$ cat config.mk
export PLATFORM = sky130hd
export DESIGN_NAME = immediate_encode
export DESIGN_NICKNAME = d
export VERILOG_FILES = /design/src/rtl/immediate_encode_pkg.sv /design/src/rtl/immediate_encode_range_check.sv /design/src/rtl/immediate_encode.sv
export SDC_FILE = /design/constraint.sdc
export NUM_CORES = 1
export LEC_CHECK = 0
export ABC_AREA = 1
export CELL_PAD_IN_SITES_DETAIL_PLACEMENT = 0
export CELL_PAD_IN_SITES_GLOBAL_PLACEMENT = 1
export CORE_ASPECT_RATIO = 1.5
export CORE_UTILIZATION = 38
export DETAILED_ROUTE_END_ITERATION = 6
export GPL_TIMING_DRIVEN = 0
export MAX_ROUTING_LAYER = met4
export PLACE_DENSITY = 0.8
export SLEW_MARGIN = 20
export SYNTH_ARGS = -nofsm -noshare
export SYNTH_HDL_FRONTEND = slang
export SYNTH_SLANG_ARGS = --single-unit
$ cat constraint.sdc
create_clock -name CLK -period 2.1 [get_ports CLK]
set_clock_uncertainty 0.15 [all_clocks]
set_input_delay 0.42 -clock CLK [delete_from_list [all_inputs] [get_ports CLK]]
set_output_delay 0.42 -clock CLK [all_outputs]
set_load 0.01 [all_outputs]
$ cat src/rtl/immediate_encode_pkg.sv
// Shared encodings for the immediate packer: IMM_SEL codes and error codes.
package immediate_encode_pkg;

  localparam logic [2:0] IMM_I_SIGNED   = 3'd0;
  localparam logic [2:0] IMM_I_UNSIGNED = 3'd1;
  localparam logic [2:0] IMM_I_SHIFT    = 3'd2;
  localparam logic [2:0] IMM_S          = 3'd3;
  localparam logic [2:0] IMM_B          = 3'd4;
  localparam logic [2:0] IMM_U          = 3'd5;
  localparam logic [2:0] IMM_J          = 3'd6;

  typedef enum logic [1:0] {
    ERR_NONE  = 2'd0,
    ERR_RANGE = 2'd1,
    ERR_ALIGN = 2'd2,
    ERR_SEL   = 2'd3
  } err_code_e;

endpackage

$ cat src/rtl/immediate_encode_range_check.sv
// Combinational legality check of an immediate against the decoder's sign/zero extension rules.
module imm_range_check
  import immediate_encode_pkg::*;
(
  input  logic [31:0] i_imm,
  input  logic [2:0]  i_imm_sel,
  output logic        o_err,
  output logic [1:0]  o_err_code
);

  logic w_hi20_uni;
  logic w_hi21_uni;
  logic w_hi12_uni;

  // A field is representable only if the bits above it replicate its sign bit.
  assign w_hi20_uni = (&i_imm[31:12]) || !(|i_imm[31:12]);
  assign w_hi21_uni = (&i_imm[31:11]) || !(|i_imm[31:11]);
  assign w_hi12_uni = (&i_imm[31:20]) || !(|i_imm[31:20]);

  always_comb begin
    o_err_code = ERR_NONE;
    case (i_imm_sel)
      IMM_U:          if (i_imm[11:0] != 12'd0) o_err_code = ERR_RANGE;
      IMM_J: begin
        if (i_imm[0])         o_err_code = ERR_ALIGN;
        else if (!w_hi12_uni) o_err_code = ERR_RANGE;
      end
      IMM_B: begin
        if (i_imm[0])         o_err_code = ERR_ALIGN;
        else if (!w_hi20_uni) o_err_code = ERR_RANGE;
      end
      IMM_S, IMM_I_SIGNED: if (!w_hi21_uni) o_err_code = ERR_RANGE;
      IMM_I_UNSIGNED: if (i_imm[31:12] != 20'd0) o_err_code = ERR_RANGE;
      IMM_I_SHIFT:    if (i_imm[31:5] != 27'd0) o_err_code = ERR_RANGE;
      default:        o_err_code = ERR_SEL;
    endcase
  end

  assign o_err = (o_err_code != ERR_NONE);

endmodule

$ cat src/rtl/immediate_encode.sv
// Two-stage packer scattering an immediate into instruction[31:7], with legality
// checking and a saturating count of errored beats delivered downstream.
module immediate_encode
  import immediate_encode_pkg::*;
#(
  parameter int CNT_W = 8
) (
  input  logic             CLK,
  input  logic             RESETN,
  input  logic             IN_VALID,
  output logic             IN_READY,
  input  logic [31:0]      IMM,
  input  logic [2:0]       IMM_SEL,
  input  logic [24:0]      FIELDS,
  output logic             OUT_VALID,
  input  logic             OUT_READY,
  output logic [24:0]      OUT,
  output logic             ERR,
  output logic [1:0]       ERR_CODE,
  output logic [CNT_W-1:0] ERR_COUNT,
  input  logic             CLR_CNT
);

  logic             r_s1_valid;
  logic [31:0]      r_s1_imm;
  logic [2:0]       r_s1_sel;
  logic [24:0]      r_s1_fields;
  logic             r_out_valid;
  logic [24:0]      r_out;
  logic             r_err;
  logic [1:0]       r_err_code;
  logic [CNT_W-1:0] r_err_count;

  logic             w_s2_free;
  logic             w_err;
  logic [1:0]       w_err_code;
  logic [24:0]      w_packed;

  assign w_s2_free = !r_out_valid || OUT_READY;
  assign IN_READY  = !r_s1_valid || w_s2_free;

  imm_range_check u_check (
    .i_imm      (r_s1_imm),
    .i_imm_sel  (r_s1_sel),
    .o_err      (w_err),
    .o_err_code (w_err_code)
  );

  // Bits outside the immediate's positions pass through from FIELDS.
  always_comb begin
    w_packed = r_s1_fields;
    case (r_s1_sel)
      IMM_U: w_packed[24:5] = r_s1_imm[31:12];
      IMM_J: begin
        w_packed[24]    = r_s1_imm[20];
        w_packed[23:14] = r_s1_imm[10:1];
        w_packed[13]    = r_s1_imm[11];
        w_packed[12:5]  = r_s1_imm[19:12];
      end
      IMM_B: begin
        w_packed[24]    = r_s1_imm[12];
        w_packed[23:18] = r_s1_imm[10:5];
        w_packed[4:1]   = r_s1_imm[4:1];
        w_packed[0]     = r_s1_imm[11];
      end
      IMM_S: begin
        w_packed[24:18] = r_s1_imm[11:5];
        w_packed[4:0]   = r_s1_imm[4:0];
      end
      IMM_I_SIGNED, IMM_I_UNSIGNED: w_packed[24:13] = r_s1_imm[11:0];
      IMM_I_SHIFT:  w_packed[17:13] = r_s1_imm[4:0];
      default: ;
    endcase
  end

  always_ff @(posedge CLK or negedge RESETN) begin
    if (!RESETN) begin
      r_s1_valid  <= 1'b0;
      r_s1_imm    <= '0;
      r_s1_sel    <= '0;
      r_s1_fields <= '0;
    end else if (IN_READY) begin
      r_s1_valid <= IN_VALID;
      if (IN_VALID) begin
        r_s1_imm    <= IMM;
        r_s1_sel    <= IMM_SEL;
        r_s1_fields <= FIELDS;
      end
    end
  end

  always_ff @(posedge CLK or negedge RESETN) begin
    if (!RESETN) begin
      r_out_valid <= 1'b0;
      r_out       <= '0;
      r_err       <= 1'b0;
      r_err_code  <= ERR_NONE;
    end else if (w_s2_free) begin
      r_out_valid <= r_s1_valid;
      if (r_s1_valid) begin
        r_out      <= w_packed;
        r_err      <= w_err;
        r_err_code <= w_err_code;
      end
    end
  end

  // Clear takes precedence over a coincident increment.
  always_ff @(posedge CLK or negedge RESETN) begin
    if (!RESETN) begin
      r_err_count <= '0;
    end else if (CLR_CNT) begin
      r_err_count <= '0;
    end else if (r_out_valid && OUT_READY && r_err && (r_err_count != {CNT_W{1'b1}})) begin
      r_err_count <= r_err_count + CNT_W'(1);
    end
  end

  assign OUT_VALID = r_out_valid;
  assign OUT       = r_out;
  assign ERR       = r_err;
  assign ERR_CODE  = r_err_code;
  assign ERR_COUNT = r_err_count;

endmodule

* Word level (Yosys, flattened, before mapping)
Cells that the tools add are included.
** Cells by class
- Bitwise gates (word level) :: 0
- Eq/ne operators :: 7
- Multiply operators :: 0
- Shift-type cells :: 0
- Magnitude comparators :: 0
- Muxes and demuxes :: 15
- Div/mod/pow operators :: 0
- Reduce and logical (&&, ||, !) cells :: 31
- Add/sub/neg operators :: 1
** Operator list (count)
- $pmux 7 s4 :: 1
- $reduce_bool 27->1 :: 1
- $mux 8 :: 3
- $reduce_and 21->1 :: 1
- $reduce_or 21->1 :: 1
- $reduce_and 20->1 :: 1
- $reduce_bool 20->1 :: 1
- $reduce_or 20->1 :: 1
- $pmux 5 s3 :: 1
- $pmux 2 s6 :: 1
- $reduce_and 12->1 :: 1
- $reduce_bool 12->1 :: 1
- $reduce_or 12->1 :: 1
- $pmux 5 s2 :: 1
- $eq 3x3->1 const B :: 3
- $add 8x1->8 const B :: 1
- $ne 8x8->1 const B :: 1
- $eq 3x2->1 const B :: 2
- $mux 1 :: 6
- $reduce_or 3->1 :: 2
- $logic_not 1->1 :: 5
- $logic_or 1x1->1 :: 5
- $mux 2 :: 2
- $reduce_and 2->1 :: 2
- 5 further kinds :: 9
** Storage, ports and cells
- RAM bits :: 0
- Bits in read-only memories :: 0
- Output and inout bits :: 38
- Register bits :: 98
- Memories :: 0
- Input bits :: 65
- Latch bits :: 0
- Logic and storage cells :: 63

* Longest topological paths before layout
Gate-level depths: netlist of the first run.
- Depth after elaboration :: 7
- Depth in mapped cells :: 10
- Depth with buffers taken out :: 10

* By module
From an unflattened synthesis of the first run, not the netlist that was laid out.
** Second synthesis, totals
- Cell total of the unflattened synthesis :: 674
- Area total of the unflattened synthesis :: 4963.5 um^2
** Modules (own cells, without submodules)
- immediate_encode :: area each 4509.3 um^2, instances 1, cells an instance 563, seq. area each 2452.4 um^2
- imm_range_check :: area each 454.2 um^2, instances 1, cells an instance 111, seq. area each 0.0 um^2

* Worst setup path after synthesis of the first run
OpenSTA, ideal clock, no wires.
- Path kind :: input to register
- From :: input OUT_READY
- To :: register r_s1_fields[0]
- Arrival :: 1.447 ns
- Setup time :: 0.125 ns
- Path buffers :: 1
- Path slack :: 0.378 ns
- Stages on the path :: 5
- Required time :: 1.825 ns
- Path through :: inv_1 -> nand3_1 -> nand2_1 -> buf_2 -> mux2_2
** On the way
- Word-level cells in the longest chain between the ends :: 3
** Ends and longest elaborated chain
- from (decl) :: line immediate_encode.sv:16 : input logic OUT_READY,
- $logic_or 1x1->1 :: line immediate_encode.sv:39 : assign w_s2_free = !r_out_valid || OUT_READY;
- $logic_or 1x1->1 :: line immediate_encode.sv:40 : assign IN_READY = !r_s1_valid || w_s2_free;
- named net IN_READY :: line immediate_encode.sv:11 : output logic IN_READY,
- $reduce_and 2->1 (no line)
- to (signal assigned) :: line immediate_encode.sv:81 : r_s1_fields <= '0;
- to (signal assigned) :: line immediate_encode.sv:87 : r_s1_fields <= FIELDS;
- to (decl) :: line immediate_encode.sv:27 : logic [24:0] r_s1_fields;
The timed path passes the listed nets, and every way through them passes these cells.
A chain may end at the register's enable or synchronous reset.

* Worst setup path in the final report of the first run
- From :: input OUT_READY
- To :: output IN_READY
** On the way
- Word-level cells in the longest chain between the ends :: 2
** Ends and longest elaborated chain (line)
- $logic_or 1x1->1 :: immediate_encode.sv:39
- $logic_or 1x1->1 :: immediate_encode.sv:40
- to (decl) :: immediate_encode.sv:11
No other way between the ends.

==> impl_metrics.yaml, run 1 <==
run_status:
  outcome: "completed"
finish:
  design.final.nets: 647
  utilization_pct: 52.4
  area_delta_synth_final_pct: 34.1
  stdcell_count: 736
  antenna_cells_inserted: 0
  ff_latch_area_um2: 2450
  multiInputGateArea_um2: 1860
  stdcell_area_um2: 6040
  n_fill_cell: 1096
  post_route_cells_drive_above_1_share_pct: 15.5
floorplan:
  die_w_um: 90.9
  start_util_pct: 39.1
  die_h_um: 135
  core_footprint_um2: 11500
  floorplan.die_area_um2: 12300
  num_rows: 48
  design.portCount: 103
power_and_ir_drop:
  p_comb_share_pct: 29.2
  switching_fraction_of_total_power_pct: 31.3
  clock_network_fraction_of_total_power_pct: 26.6
  leakage_nw: 2.60
  power_report.internal_total_mw: 4.08
  seq_power_share_pct: 44.2
  peak_ir_drop_on_the_vdd_network_mv: 0.408
  pwr_density_nw_per_um2: 982
  netSwitchingPower_mw: 1.85
timing:
  period_needed_ns: 2.02
  count_of_pins_over_their_slew_limit: 0
  hold_viol: 0
  setup_tns_ns: 0
  setup_viol_count_final: 0
  timing.final.crit_share_pct: 96.3
  clock.fmax_mhz: 495
  transition_time_of_the_tightest_slew_check_pin_ns: 0.601
  rsz0062_at_grt: "false"
  timing.final.ws_setup_ns: 0.0780
  slew-limit-headroom_pct: 59.9
global_routing:
  antenna_found_initial: 0
  grt_remaining_overflow: 0
  met2_usage_pct: 38.2
  globalRoute.busiestLayer: "met2"
  via_count_of_the_first_global_routing_pass: 3793
  grt_pass1_wl_um: 19500
  grt_start_max_net_pins: 53
  gr-usage-met1_pct: 24.3
  grt.met3_usage_pct: 2.02
  grt_usage_pct: 21.3
critical_path:
  cp.arrival_ns: 1.45
  timing.critical_path.cells: "clkdlybuf4s50_1 > inv_1 > nand3_1 > dlygate4sd2_1"
  path_max_fanout: 3
  setup.worst_path.start_class: "primary input"
  critical_path_class: "primary input to output pin"
  r2r_cells: 7
  critPathRequiredTime_ns: 1.53
  setup_crit_end_kind: "output pin"
  cpMaxStageDelayCell: "sky130_fd_sc_hd__clkdlybuf4s50_1"
  timing.critical_path.slowest_cell_delay_ns: 0.45
routing:
  drtIter0Drc: 191
  detail_route.first_pass.iterations: 4
  vias: 3713
  detail_route.vias_per_cell: 5.04
  detail_route.drc_violations: 0
  route.final.wire_length_um: 11900
  antenna_left: 0
  route.detailed.wl_per_inst_um: 16.2
yosys:
  synthDistinctLibCells: 37
  count_of_yosys_warnings_during_synthesis: 0
  synth_cells: 466
  async_flop_share_pct: 100
  proportion_of_netlist_area_held_by_the_largest_area_contributor_pct: 54.5
  synth_nets: 532
  synth_flop_cell: "sky130_fd_sc_hd__dfrtp_1"
  synth_top_cells_by_area: "sky130_fd_sc_hd__dfrtp_1 (54%), sky130_fd_sc_hd__mux2_2 (12%), sky130_fd_sc_hd__nand2_1 (6.6%)"
  yosysSeqAreaShare_pct: 54.5
  synth.cell_area_um2: 4500
  synth_enable_flop_cells: 0
  yosysMostFrequentCell: "sky130_fd_sc_hd__dfrtp_1"
  synth_largest_area_cell: "sky130_fd_sc_hd__dfrtp_1"
  syn_avg_cell_area_um2: 9.66
  netlist_top_cells_count: "sky130_fd_sc_hd__dfrtp_1 (98), sky130_fd_sc_hd__nand2_1 (79), sky130_fd_sc_hd__nor2_1 (66)"
  ys_ff_latch: 98
clock_network:
  post-cts-setup-buffers: 0
  clock_latency_ns: 0.35
  htreeDepth: 3
  clkSinkCount: 98
  tritoncts: "done"
  clk_pin_slew_ns: 0.07
  cts_root_buf: "sky130_fd_sc_hd__clkbuf_16"
  cts_made_buffers: 9
  clock_path_buffers: 2
hold_path:
  min-delay-path-class: "register to register"
  whs_path_depth: 2
flow_run:
  maxCapViolCount: 0
placed_design:
  dpl.cell_count: 719
  place.port_buffers: 102
  placed_area_um2: 5740
  post-dp-hpwl_um: 8970
  final_weighted_congestion_in_routability_driven_placement: 0.886
  place_ws_ns: -0.520
-- through the flow --
| stage | hold slack [ns] | total power, mW |
|---|---|---|
| 2_1_floorplan | -0.0256 | 3.47 |
| 3_3_place_gp | 0.320 | 4.36 |
| 3_5_place_dp | 0.231 | 4.40 |
| 4_1_cts | 0.343 | 5.98 |
| 5_1_grt | 0.372 | 6.26 |
| 6_report | 0.333 | 5.93 |
-- worst paths after layout --
| check | startpoint | endpoint | slack (ns) |
|---|---|---|---|
| setup / recovery | OUT_READY | IN_READY | 0.08 |
| hold / removal | OUT[0] | OUT[0] | 0.33 |
| setup reg to reg | r_s1_imm[23] | ERR | 0.28 |
| hold reg to reg | OUT[0] | OUT[0] | 0.33 |
| max in group asynchronous | RESETN | OUT[15] | 0.78 |
| min in group asynchronous | RESETN | r_s1_fields[20] | 0.41 |
-- logic make-up after synthesis --
family                   count (synthesis)  synth area share, %
AND/OR/NAND/NOR                        181                 16.8
adder cells (fa/ha/maj)                  1                0.278
multiplexers                            48                 12.0
flip-flops                              98                 54.5
AO/OA/AOI/OAI                           92                 12.1
buffers and inverters                   46                 4.33
-- layer usage --
layer	up-vias	wire (um)
li1	1796	-
met1	1823	4950
met2	78	6360
met3	16	328
met4	0	267
met5	-	0
-- final cells by class --
type	instances	share of cell area (%)
Multi-Input combinational cell	322	30.8
Sequential cell	98	40.6
Clock buffer	12	4.25
Tap cell	150	3.11
Inverter	33	2.05
Clock inverter	4	0.435
Timing Repair Buffer	104	17.5
Buffer	13	1.20
-- power groups by stage --
stage	sequential, mW	clock (mW)	combinational, mW
floorplan	2.67	0	0.794
global placement	2.64	0	1.72
detailed placement	2.65	0	1.75
CTS	2.62	1.60	1.75
global route	2.68	1.67	1.91
finish	2.62	1.58	1.73
-- worst max-delay path, delay by kind of cell --
family | cells | cell delay, ns
simple gates | 1 | 0.16
buf+inv | 3 | 0.88
-- flip-flops by register name (all words and copies together) (netlist names) --
| signal | count |
|---|---|
| r_s1_imm | 32 |
| OUT | 25 |
| ERR_COUNT | 8 |
| ERR_CODE | 2 |
| r_s1_valid | 1 |
| r_s1_fields | 25 |
| r_s1_sel | 3 |
| ERR | 1 |
| OUT_VALID | 1 |
-- layout by cell type (no fill, tap or decap), types with 2 or more instances in the layout --
| cell | count |
|---|---|
| sky130_fd_sc_hd__a21boi_0 | 2 |
| sky130_fd_sc_hd__a21boi_1 | 4 |
| sky130_fd_sc_hd__a21o_1 | 2 |
| sky130_fd_sc_hd__a21oi_1 | 49 |
| sky130_fd_sc_hd__a221oi_1 | 3 |
| sky130_fd_sc_hd__a22oi_1 | 7 |
| sky130_fd_sc_hd__buf_2 | 3 |
| sky130_fd_sc_hd__buf_4 | 5 |
| sky130_fd_sc_hd__clkbuf_1 | 5 |
| sky130_fd_sc_hd__clkbuf_16 | 9 |
| sky130_fd_sc_hd__clkbuf_8 | 2 |
| sky130_fd_sc_hd__clkdlybuf4s50_1 | 100 |
| sky130_fd_sc_hd__clkinv_2 | 2 |
| sky130_fd_sc_hd__dfrtp_1 | 98 |
| sky130_fd_sc_hd__inv_1 | 27 |
| sky130_fd_sc_hd__inv_2 | 5 |
| sky130_fd_sc_hd__mux2_2 | 48 |
| sky130_fd_sc_hd__nand2_1 | 78 |
| sky130_fd_sc_hd__nand2_2 | 2 |
| sky130_fd_sc_hd__nand3_1 | 21 |
| sky130_fd_sc_hd__nand4_1 | 2 |
| sky130_fd_sc_hd__nor2_1 | 66 |
| sky130_fd_sc_hd__nor3_1 | 5 |
| sky130_fd_sc_hd__o21ai_0 | 11 |
| sky130_fd_sc_hd__o21ai_1 | 4 |
| sky130_fd_sc_hd__o22ai_1 | 2 |
| sky130_fd_sc_hd__or2_2 | 2 |
-- what timing repair did --
action,4_1_cts,5_1_grt
endpoints found under the setup margin,58,19
gates resized for setup,2,3
endpoints found under the hold margin,46,0
hold buffers,1,0
No activity file was read; power rests on OpenSTA's default activity.
==> inputs of run 2 (changes only) <==
- CORE_MARGIN: unset -> 2
- CORE_UTILIZATION: 38 -> 37
- SYNTH_HIERARCHICAL: unset -> 1
==> run 2 against run 1 <==
  * Synthesized cell count grew 45%
  * Non-clock buffer count up 13
  * Clock-buffer cell count stayed put
  * Routed wire length rose by 12%
  * Combinational power about the same
  * Clock power rose by 15%
  * Worst setup slack worse by 0.017 ns
  * Sequential power decreased by 2%
  * Design area rose by 8.9%
  * Total power increased by 3.3%
  * Die area is 17% higher
  * First-iteration DRC count is 6.8% higher
  * Critical path type unchanged
  * Largest cell class unchanged
==> impl_metrics.yaml, run 2 <==
run_status:
  outcome: "completed"
finish:
  antenna_cells_inserted: 0
  leading_cell_type_in_the_layout_fill_and_taps_excluded: "sky130_fd_sc_hd__nand2_1"
  layout_common_cells: "sky130_fd_sc_hd__nand2_1 (215), sky130_fd_sc_hd__nor2_1 (122), sky130_fd_sc_hd__clkdlybuf4s50_1 (99)"
  design.final.nets: 856
  ff_latch_area_um2: 2450
  post_route_cells_drive_above_1_share_pct: 7.30
  n_fill_cell: 1319
  multiInputGateArea_um2: 2130
  largest_register_ff_count: 32
  stdcell_area_um2: 6580
  max_flop_register: "r_s1_imm"
  area_delta_synth_final_pct: 32.5
global_routing:
  met2_usage_pct: 32.8
  globalRoute.busiestLayer: "met2"
  grt_start_max_net_pins: 53
  grt_remaining_overflow: 0
  grt_usage_pct: 19.7
  via_count_of_the_first_global_routing_pass: 4564
  grt_pass1_wl_um: 22300
  grt.met3_usage_pct: 2.59
  gr-usage-met1_pct: 24.1
  antenna_found_initial: 0
floorplan:
  core_footprint_um2: 13000
  start_util_pct: 38.1
  die_w_um: 98.6
  floorplan.die_area_um2: 14400
  die_h_um: 146
  num_rows: 51
  design.portCount: 103
power_and_ir_drop:
  leakage_nw: 3.24
  clock_network_fraction_of_total_power_pct: 29.5
  pwr_density_nw_per_um2: 931
  switching_fraction_of_total_power_pct: 31.3
  netSwitchingPower_mw: 1.92
  power_report.internal_total_mw: 4.21
  p_comb_share_pct: 28.7
  seq_power_share_pct: 41.8
  peak_ir_drop_on_the_vdd_network_mv: 0.419
clock_network:
  clock_path_buffers: 2
  clk_pin_slew_ns: 0.06
  htreeDepth: 3
  tritoncts: "done"
  clock_latency_ns: 0.34
  cts_made_buffers: 9
  clkSinkCount: 98
  cts_root_buf: "sky130_fd_sc_hd__clkbuf_16"
yosys:
  synth_cells: 674
  async_flop_share_pct: 100
  synth_top_cells_by_area: "sky130_fd_sc_hd__dfrtp_1 (49%), sky130_fd_sc_hd__nand2_1 (16%), sky130_fd_sc_hd__nor2_1 (9.2%)"
  count_of_yosys_warnings_during_synthesis: 6
  syn_avg_cell_area_um2: 7.36
  netlist_top_cells_count: "sky130_fd_sc_hd__nand2_1 (215), sky130_fd_sc_hd__nor2_1 (122), sky130_fd_sc_hd__dfrtp_1 (98)"
  proportion_of_netlist_area_held_by_the_largest_area_contributor_pct: 49.4
  synth_flop_cell: "sky130_fd_sc_hd__dfrtp_1"
  synth.cell_area_um2: 4960
  synth_nets: 740
  yosysSeqAreaShare_pct: 49.4
  yosysMostFrequentCell: "sky130_fd_sc_hd__nand2_1"
  ys_ff_latch: 98
  synth_enable_flop_cells: 0
  synthDistinctLibCells: 31
  synth_largest_area_cell: "sky130_fd_sc_hd__dfrtp_1"
critical_path:
  cp.arrival_ns: 1.47
  critPathRequiredTime_ns: 1.53
  r2r_cells: 7
  critical_path_class: "primary input to output pin"
  setup.worst_path.start_class: "primary input"
  path_max_fanout: 5
  setup_crit_end_kind: "output pin"
placed_design:
  place.port_buffers: 101
  final_weighted_congestion_in_routability_driven_placement: 0.852
  place_ws_ns: -0.629
  post-dp-hpwl_um: 10100
  placed_area_um2: 6200
routing:
  antenna_left: 0
  route.detailed.wl_per_inst_um: 13.9
  drtIter0Drc: 204
  vias: 4622
  detail_route.drc_violations: 0
  detail_route.first_pass.iterations: 7
  route.final.wire_length_um: 13300
  detail_route.vias_per_cell: 4.84
timing:
  timing.final.crit_share_pct: 97.1
  clock.fmax_mhz: 490
  transition_time_of_the_tightest_slew_check_pin_ns: 0.509
  slew-limit-headroom_pct: 66.0
  period_needed_ns: 2.04
  setup_viol_count_final: 0
  hold_viol: 0
  rsz0062_at_grt: "false"
  timing.final.ws_setup_ns: 0.0609
  count_of_pins_over_their_slew_limit: 0
hold_path:
  min-delay-path-class: "primary input to register"
  whs_path_depth: 3
flow_run:
  maxCapViolCount: 0
-- run 2: cell types whose count changed after synthesis, sizes merged, moves of 12 or more --
cell	previous run	this run
buf	8	22
inv	32	60
mux2	48	0
nand2	81	218
nand3	23	76
nand4	2	17
nor2	68	125
o21ai	16	4
-- run 2: critical path, stage by stage --
cell and delay [ns]:
sky130_fd_sc_hd__clkdlybuf4s50_1 0.43, sky130_fd_sc_hd__inv_2 0.11, sky130_fd_sc_hd__nand3_4 0.08, sky130_fd_sc_hd__clkbuf_8 0.15, sky130_fd_sc_hd__dlygate4sd2_1 0.27
-- run 2: area by class of cell --
class | instances | area share (%)
multi-input cells | 490 | 32.4
flip-flops and latches | 98 | 37.3
plain buffers | 25 | 2.61
inverters | 61 | 3.50
repair buffers | 105 | 16.2
clock buffers | 12 | 3.90
clock inverters | 4 | 1.12
well taps | 159 | 3.02
-- run 2: stage by stage --
stage	utilization (%)	power, mW	cells	TNS, ns	hold WS (ns)
after floorplan	-	3.47	674	0	-0.0256
after global placement	47.4	4.32	934	-310.08	0.306
after detailed placement	47.6	4.36	935	-1.71	0.240
after CTS	50.5	6.20	953	0	0.276
after global routing	50.5	6.51	954	0	0.304
final	50.5	6.12	954	0	0.285
-- run 2: final timing paths --
check,from,endpoint,slack [ns]
worst max-delay path,OUT_READY,IN_READY,0.06
worst min-delay path,IN_VALID,r_s1_imm[8],0.29
worst max register to register,ERR_COUNT[0],ERR_COUNT[5],0.22
worst min register to register,r_s1_fields[6],r_s1_fields[6],0.32
max in group asynchronous,RESETN,r_s1_fields[8],0.75
min in group asynchronous,RESETN,OUT[19],0.43
-- run 2: repair_timing --
item / 4_1_cts / 5_1_grt
buffers inserted: 1 / 1
hold buffers: 1 / 0
setup endpoints to repair: 1 / 1
resized for setup: 6 / 0
hold endpoints to repair: 46 / 0
-- run 2: cells by family (layout without fill, tap and decap cells) --
logic type / Yosys count / in the layout / synth area share (%)
and+or+nand+nor: 439 / 439 / 37.0
DFF: 98 / 98 / 49.4
buffers and inverters: 86 / 207 / 7.89
AOI/OAI and AO/OA: 49 / 49 / 5.29
adders and majority gates: 1 / 1 / 0.252
xor gates and xnor gates: 1 / 1 / 0.176
-- run 2: per-layer routing --
layer | vias up | routed length (um)
met5 | - | 0
met4 | 0 | 384
met3 | 20 | 413
met2 | 95 | 6670
met1 | 2156 | 5820
li1 | 2351 | -
-- run 2: power by group through the flow --
stage / Clock, mW / Combinational [mW] / Sequential [mW]
floorplan: 0 / 0.856 / 2.61
global placement: 0 / 1.73 / 2.59
detailed placement: 0 / 1.77 / 2.60
CTS: 1.85 / 1.78 / 2.57
global route: 1.92 / 1.97 / 2.62
finish: 1.81 / 1.76 / 2.56
